File: src/rtl/mips_cpu_bus_master.sv
// rtl/mips_cpu_bus_master.sv - MIPS CPU memory-port bus initiator with lane steering and load extension
module mips_cpu_bus_master #(
    parameter int ADDR_W = 32
) (
    input  logic              clk_i,
    input  logic              reset_i,
    input  logic              cpu_req_i,
    input  logic              cpu_we_i,
    input  logic [1:0]        cpu_size_i,
    input  logic              cpu_signed_i,
    input  logic [ADDR_W-1:0] cpu_addr_i,
    input  logic [31:0]       cpu_wdata_i,
    output logic              cpu_busy_o,
    output logic              cpu_done_o,
    output logic              cpu_err_o,
    output logic [31:0]       cpu_rdata_o,
    output logic [ADDR_W-1:0] address_o,
    output logic              read_o,
    output logic              write_o,
    output logic [3:0]        byteenable_o,
    output logic [31:0]       writedata_o,
    input  logic              waitrequest_i,
    input  logic [31:0]       readdata_i
);

    typedef enum logic [1:0] {
        IDLE = 2'b00,
        BUS  = 2'b01,
        CAPT = 2'b10
    } state_t;

    state_t            state_q;
    logic              we_q;
    logic [1:0]        size_q;
    logic              signed_q;
    logic [1:0]        lane_q;
    logic              busy_q;
    logic              done_q;
    logic              err_q;
    logic [31:0]       rdata_q;
    logic [ADDR_W-1:0] address_q;
    logic              read_q;
    logic              write_q;
    logic [3:0]        be_q;
    logic [31:0]       wd_q;

    logic              bad_d;
    logic [3:0]        be_d;
    logic [31:0]       wd_d;
    logic [31:0]       lane_data;
    logic [31:0]       rdata_d;

    // Decode the incoming request: reject bad size/alignment, steer store data onto its lanes
    always_comb begin
        bad_d = 1'b0;
        be_d  = 4'b0000;
        wd_d  = 32'h0;
        case (cpu_size_i)
            2'b00: begin
                be_d = 4'b0001 << cpu_addr_i[1:0];
                wd_d = {24'h0, cpu_wdata_i[7:0]} << {cpu_addr_i[1:0], 3'b000};
            end
            2'b01: begin
                bad_d = cpu_addr_i[0];
                if (cpu_addr_i[1]) begin
                    be_d = 4'b1100;
                    wd_d = {cpu_wdata_i[15:0], 16'h0};
                end else begin
                    be_d = 4'b0011;
                    wd_d = {16'h0, cpu_wdata_i[15:0]};
                end
            end
            2'b10: begin
                bad_d = (cpu_addr_i[1:0] != 2'b00);
                be_d  = 4'b1111;
                wd_d  = cpu_wdata_i;
            end
            default: bad_d = 1'b1;
        endcase
    end

    // Right-justify the addressed lane(s) of the returned word and extend to 32 bits
    always_comb begin
        lane_data = readdata_i >> {lane_q, 3'b000};
        case (size_q)
            2'b00:   rdata_d = signed_q ? {{24{lane_data[7]}}, lane_data[7:0]}
                                        : {24'h0, lane_data[7:0]};
            2'b01:   rdata_d = signed_q ? {{16{lane_data[15]}}, lane_data[15:0]}
                                        : {16'h0, lane_data[15:0]};
            default: rdata_d = readdata_i;
        endcase
    end

    // Transaction FSM; every bus and CPU-side output is a register driven from here
    always_ff @(posedge clk_i or posedge reset_i) begin
        if (reset_i) begin
            state_q   <= IDLE;
            we_q      <= 1'b0;
            size_q    <= 2'b00;
            signed_q  <= 1'b0;
            lane_q    <= 2'b00;
            busy_q    <= 1'b0;
            done_q    <= 1'b0;
            err_q     <= 1'b0;
            rdata_q   <= 32'h0;
            address_q <= '0;
            read_q    <= 1'b0;
            write_q   <= 1'b0;
            be_q      <= 4'b0000;
            wd_q      <= 32'h0;
        end else begin
            done_q <= 1'b0;
            err_q  <= 1'b0;
            case (state_q)
                IDLE: begin
                    if (cpu_req_i) begin
                        we_q     <= cpu_we_i;
                        size_q   <= cpu_size_i;
                        signed_q <= cpu_signed_i;
                        lane_q   <= cpu_addr_i[1:0];
                        if (bad_d) begin
                            err_q <= 1'b1;
                        end else begin
                            address_q <= {cpu_addr_i[ADDR_W-1:2], 2'b00};
                            be_q      <= be_d;
                            wd_q      <= wd_d;
                            read_q    <= ~cpu_we_i;
                            write_q   <= cpu_we_i;
                            busy_q    <= 1'b1;
                            state_q   <= BUS;
                        end
                    end
                end
                BUS: begin
                    if (!waitrequest_i) begin
                        read_q  <= 1'b0;
                        write_q <= 1'b0;
                        if (we_q) begin
                            done_q  <= 1'b1;
                            busy_q  <= 1'b0;
                            state_q <= IDLE;
                        end else begin
                            state_q <= CAPT;
                        end
                    end
                end
                CAPT: begin
                    rdata_q <= rdata_d;
                    done_q  <= 1'b1;
                    busy_q  <= 1'b0;
                    state_q <= IDLE;
                end
                default: state_q <= IDLE;
            endcase
        end
    end

    assign cpu_busy_o   = busy_q;
    assign cpu_done_o   = done_q;
    assign cpu_err_o    = err_q;
    assign cpu_rdata_o  = rdata_q;
    assign address_o    = address_q;
    assign read_o       = read_q;
    assign write_o      = write_q;
    assign byteenable_o = be_q;
    assign writedata_o  = wd_q;

endmodule

File: config.mk
export PLATFORM = sky130hd
export DESIGN_NAME = mips_cpu_bus_master
export DESIGN_NICKNAME = d
export VERILOG_FILES = /design/src/rtl/mips_cpu_bus_master.sv
export SDC_FILE = /design/constraint.sdc
export NUM_CORES = 1
export LEC_CHECK = 0
export BUFFER_PORTS_ARGS = -buffer_cell sky130_fd_sc_hd__clkbuf_2
export CORE_MARGIN = 2
export CORE_UTILIZATION = 35
export CTS_CLUSTER_DIAMETER = 80
export DETAILED_ROUTE_END_ITERATION = 8
export GPL_TIMING_DRIVEN = 0
export PLACE_DENSITY_LB_ADDON = 0.12
export SLEW_MARGIN = 25
export SYNTH_ARGS = -nofsm -noshare
export SYNTH_HDL_FRONTEND = slang
export SYNTH_SLANG_ARGS = --single-unit
File: constraint.sdc
create_clock -name clk_i -period 4.9 [get_ports clk_i]
set_input_delay 0.735 -clock clk_i [delete_from_list [all_inputs] [get_ports clk_i]]
set_output_delay 0.735 -clock clk_i [all_outputs]
set_load 0.02 [all_outputs]
# Word-level counts from Yosys, hierarchy flattened
# Cells that the tools add are included.
# W data, S select, Z words.
[classes] mux=31 eq_ne=9 reduce_logical=11 n_shift=3 bitwise_logic=2
[ops] cell="$mux W32" n=3
[ops] cell="$pmux W32 S3" n=1
[ops] cell="$pmux W32 S2" n=1
[ops] cell="$shl A8 B5 Y32" n=1
[ops] cell="$shr A32 B5 Y16" n=1
[ops] cell="$mux W1" n=14
[ops] cell="$pmux W4 S3" n=1
[ops] cell="$mux W2" n=4
[ops] cell="$ne A2 B2 Y1 const B" n=4
[ops] cell="$eq A2 B1 Y1 const B" n=3
[ops] cell="$logic_not A2 Y1" n=3
[ops] cell="$pmux W1 S2" n=3
[ops] cell="$pmux W1 S3" n=2
[ops] cell="$reduce_and A3 Y1" n=2
[ops] cell="$reduce_and A5 Y1" n=1
[ops] cell="$eq A2 B2 Y1 const B" n=2
[ops] cell="$mux W4" n=1
[ops] cell="$pmux W2 S2" n=1
[ops] cell="$reduce_and A4 Y1" n=1
[ops] cell="$reduce_bool A2 Y1" n=2
[ops] cell="$shl A1 B2 Y4 const A" n=1
[ops] cell="$reduce_bool A3 Y1" n=1
[ops] cell="$not A1 Y1" n=2
[ops] cell="$reduce_and A2 Y1" n=1
[totals] word_cells=70 out_inout_bits=105 input_bits=104 ff_bits=111

# Depth between registers and ports, before layout
[depth] ltp_word=5 depth_mapped=7 ltp_nobuf=6

# Least setup slack after synthesis
# OpenSTA, ideal clock, no wires.
[synth_path] path_type="in2reg" start="input cpu_addr_i[1]" end="register address_q[11] (netlist: address_o[11])" path_buffers=2 setup_time_ns=0.128 required_time_ns=4.772 slack_ns=2.992 stages=5 arrival_ns=1.780 cell_sequence="buf_4 > o21ai_2 > nand4_4 > buf_2 > mux2_1"
[synth_between] elab_chain_len=4
[synth_rtl] item="from (decl)" line_no="11" source="input logic [ADDR_W-1:0] cpu_addr_i,"
[synth_rtl] item="$reduce_bool A2 Y1" line_no="74" source="bad_d = (cpu_addr_i[1:0] != 2'b00);"
[synth_rtl] item="$pmux W1 S3" line_no="58" source="case (cpu_size_i)"
[synth_rtl] item="$not A1 Y1 (no line)"
[synth_rtl] item="$reduce_and A3 Y1 (no line)"
[synth_rtl] item="to (signal assigned)" line_no="124" source="address_q <= {cpu_addr_i[ADDR_W-1:2], 2'b00};"
[synth_rtl] item="to (decl)" line_no="41" source="logic [ADDR_W-1:0] address_q;"
# No other way between the ends.
# A chain may end at the register's enable or synchronous reset.

# Final worst setup path
[layout_path] start="register state_q[0]" end="register rdata_q[0] (netlist: cpu_rdata_o[0])"
[layout_between] elab_chain_len=1
[layout_rtl] item="from (decl)" line_no="32" source="state_t state_q;"
[layout_rtl] item="from (signal assigned)" line_no="97" source="state_q <= IDLE;"
[layout_rtl] item="from (signal assigned)" line_no="130" source="state_q <= BUS;"
[layout_rtl] item="from (signal assigned)" line_no="141" source="state_q <= IDLE;"
[layout_rtl] item="$eq A2 B2 Y1" line_no="114" source="case (state_q)"
[layout_rtl] item="to (signal assigned)" line_no="148" source="rdata_q <= rdata_d;"
[layout_rtl] item="to (decl)" line_no="40" source="logic [31:0] rdata_q;"
# No other way between the ends.

==> impl_metrics.py <==
metrics = {
    "drt": {
        "wl_per_cell_um": 17.2,
        "routed_wl_um": 15200,
        "via_per_inst": 5.18,
        "drt_first_pass_iters": 6,
        "drc": 0,
        "vias": 4572,
        "detail-route-antenna-nets": 0,
        "first_iter_violations": 325,
    },
    "power_and_ir_drop": {
        "p_int_mw": 2.52,
        "vdd_drop_max_mv": 0.326,
        "power_density_mw_per_mm2": 637,
        "power_frac_comb_pct": 46.9,
        "p_sw_share_pct": 42.5,
        "clkPwrFrac_pct": 17.2,
        "seqPwrFrac_pct": 35.9,
        "p_leak_nw": 3.44,
        "switchingPower_mw": 1.86,
        "p_total_mw": 4.39,
    },
    "sta": {
        "setup_viol": 0,
        "rsz0062_at_grt": "no",
        "drv_slew": 0,
        "clock_skew_ps": 6.99,
        "max_freq_ghz": 0.463,
        "min_period_ps": 2160,
        "finalCritPeriodShare_pct": 44.1,
        "finalHoldViolations": 0,
        "whs_ps": 390,
        "tightest_slew_ps": 632,
        "relSlewSlack_pct": 57.9,
    },
    "logic_synthesis": {
        "yosysUniqueCellTypes": 49,
        "muxShareOfSynthArea_pct": 9.80,
        "yosys-top-cells-count": "111 x dfrtp_1, 43 x nand2_1, 42 x o21ai_0",
        "yosysMostFrequentCell": "dfrtp_1",
        "ys_warn_count": 0,
        "synth_ff_type": "dfrtp_1",
        "synth-simple-area-share_pct": 9.47,
        "netlist_area_mm2": 0.00530,
        "synthAdderAreaFrac_pct": 1.18,
        "ys_ff_latch": 111,
        "async_reset_ff_share_pct": 100,
        "synth_top_family_by_area": "compound AO/OA/AOI/OAI gates",
        "synth-edff-count": 0,
        "synth_largest_area_cell": "dfrtp_1",
        "synth_xor_area_share_pct": 0.165,
        "synth.area.top_cells": "dfrtp_1 52%, mux2_2 5.1%, o21ai_0 4.0%, nand2_1 3.0%, mux2_1 2.8%",
        "avgSynthCellArea_um2": 11.1,
        "synth_top_area_share_pct": 52.4,
        "synth_compound_area_share_pct": 21.8,
        "synthCells": 477,
        "yosysSeqAreaShare_pct": 52.4,
    },
    "die": {
        "rows": 44,
        "boundaryPins": 209,
        "core_area_mm2": 0.0146,
        "dieArea_mm2": 0.0161,
        "die_h_um": 127,
        "die_w_um": 127,
        "initial_utilization_pct": 36.2,
    },
    "global_routing": {
        "antenna_found_initial": 0,
        "grt_pass1_vias": 4542,
        "grt_overflow": 0,
        "grt_pass1_wl_um": 24100,
        "grt_use_total_pct": 19.1,
        "grt_start_max_net_pins": 66,
    },
    "setup_path": {
        "endpoint_kind": "register",
        "setup.worst_path.class": "register to register",
        "cp_max_fo": 10,
        "cp-start-kind": "register",
        "reg2regPathDepth": 6,
        "cp.arrival_ps": 2450,
        "required_ps": 5190,
    },
    "layout": {
        "layout.nets": 803,
        "drive_gt1_share_pct": 40.3,
        "layoutNonFillerInstCount": 883,
        "diodes": 0,
        "syn_to_final_growth_pct": 30.1,
        "final_cell_area_mm2": 0.00689,
    },
    "clock_tree": {
        "cts_setup_buffers": 0,
        "cts-resized-gates": 0,
        "clock_sinks": 111,
        "clockRootBuffer": "clkbuf_16",
        "cts_tree": "built",
        "clkTransAtPathRegs_ps": 80,
        "worstSkewPairLatency_ps": 360,
        "cts_made_buffers": 9,
        "cts_buffer_depth": 2,
        "h-tree-depth": 3,
        "cts_hold_buf": 0,
    },
    "placed_design": {
        "gp_congestion": 0.836,
        "dp_hpwl_um": 11600,
        "dp.cells": 867,
        "placed_area_mm2": 0.00659,
        "port_buffers": 204,
    },
    "outcome": {
        "status": "finished, final reports clean",
    },
    "run": {
        "drv_cap": 0,
    },
    "hold_path": {
        "worstHoldPathType": "input port to async pin",
    },
}
-- through the flow --
| step | utilization, % | setup slack, ps | setup TNS, ps |
|---|---|---|---|
| after CTS | 47.1 | 2750 | 0 |
| after global placement | 44.7 | -68.6 | -6460 |
| final | 47.1 | 2740 | 0 |
| after global routing | 47.1 | 2570 | 0 |
| after floorplan | - | 1230 | 0 |
| after detailed placement | 45.0 | 2660 | 0 |
-- cells in the final DEF, fill, tap and decap left out, drive strengths merged, types with 3 or more instances in the layout --
cell type,Yosys,final
a21o,13,13
nand2,43,43
clkinv,0,3
a32oi,9,9
clkbuf,20,233
inv,15,17
o221ai,7,7
nor2,23,23
mux2i,8,8
a21oi,21,21
a2bb2oi,8,8
nor2b,18,18
mux2,37,37
a311o,16,16
buf,21,22
ha,5,5
a22o,10,10
dfrtp,111,111
nor3b,3,3
o21ai,47,47
a22oi,9,9
a32o,8,8
nand2b,5,5
-- critical path, stage by stage, from the launching register on --
cell	delay, ps
dfrtp_1	420
inv_1	120
ha_1	300
clkbuf_1	470
clkbuf_1	450
o221ai_1	220
o21ai_1	110
-- state kept, by name, indices dropped and copies added, names as in the netlist --
name	flops
state_q	2
write_o	1
writedata_o	32
cpu_err_o	1
cpu_done_o	1
byteenable_o	4
we_q	1
lane_q	2
read_o	1
signed_q	1
size_q	2
cpu_busy_o	1
address_o	30
cpu_rdata_o	32
-- metal layers --
metal	part of all wire, %	vias to the layer above	GRT usage [%]	routed length [um]
met3	7.9	14	6.32	1190
met4	1.5	0	6.01	225
met5	0	-	0	0
met2	46	191	30.3	7010
met1	45	2193	24.9	6770
li1	-	2174	-	-
-- layout make-up --
class	count	area [um^2]
Buffer	41	211
Tap cell	184	230
Clock inverter	7	80.1
Inverter	15	61.3
Timing Repair Buffer	205	1050
Multi-Input combinational cell	311	2260
Sequential cell	111	2780
Clock buffer	9	225
Fill cell	1414	7750
-- cell families (layout without fill, tap and decap cells) --
| logic type | after synthesis | in the layout |
|---|---|---|
| buffers and inverters | 56 | 277 |
| XOR/XNOR | 1 | 1 |
| adder cells (fa/ha/maj) | 5 | 5 |
| AO/OA/AOI/OAI | 156 | 156 |
| other | 1 | 2 |
| flip-flops | 111 | 111 |
| multiplexers | 46 | 46 |
| AND/OR/NAND/NOR | 101 | 101 |
-- power groups by stage --
stage,clock (mW),sequential [mW],combinational [mW]
6_report,0.757,1.57,2.06
5_1_grt,0.823,1.63,2.24
4_1_cts,0.782,1.58,2.08
3_5_place_dp,0,1.59,2.07
3_3_place_gp,0,1.57,2.05
2_1_floorplan,0,2.04,0.890
-- worst paths after layout --
check                      slack (ps)             from               to
setup / recovery                 2740       state_q[0]   cpu_rdata_o[0]
hold / removal                    390          reset_i    address_o[26]
setup reg to reg                 2740       state_q[0]   cpu_rdata_o[0]
hold reg to reg                   480  byteenable_o[0]  byteenable_o[0]
max in group asynchronous        3830          reset_i       cpu_busy_o
min in group clk_i                480  byteenable_o[0]  byteenable_o[0]
(Power assumes the default switching activity.)
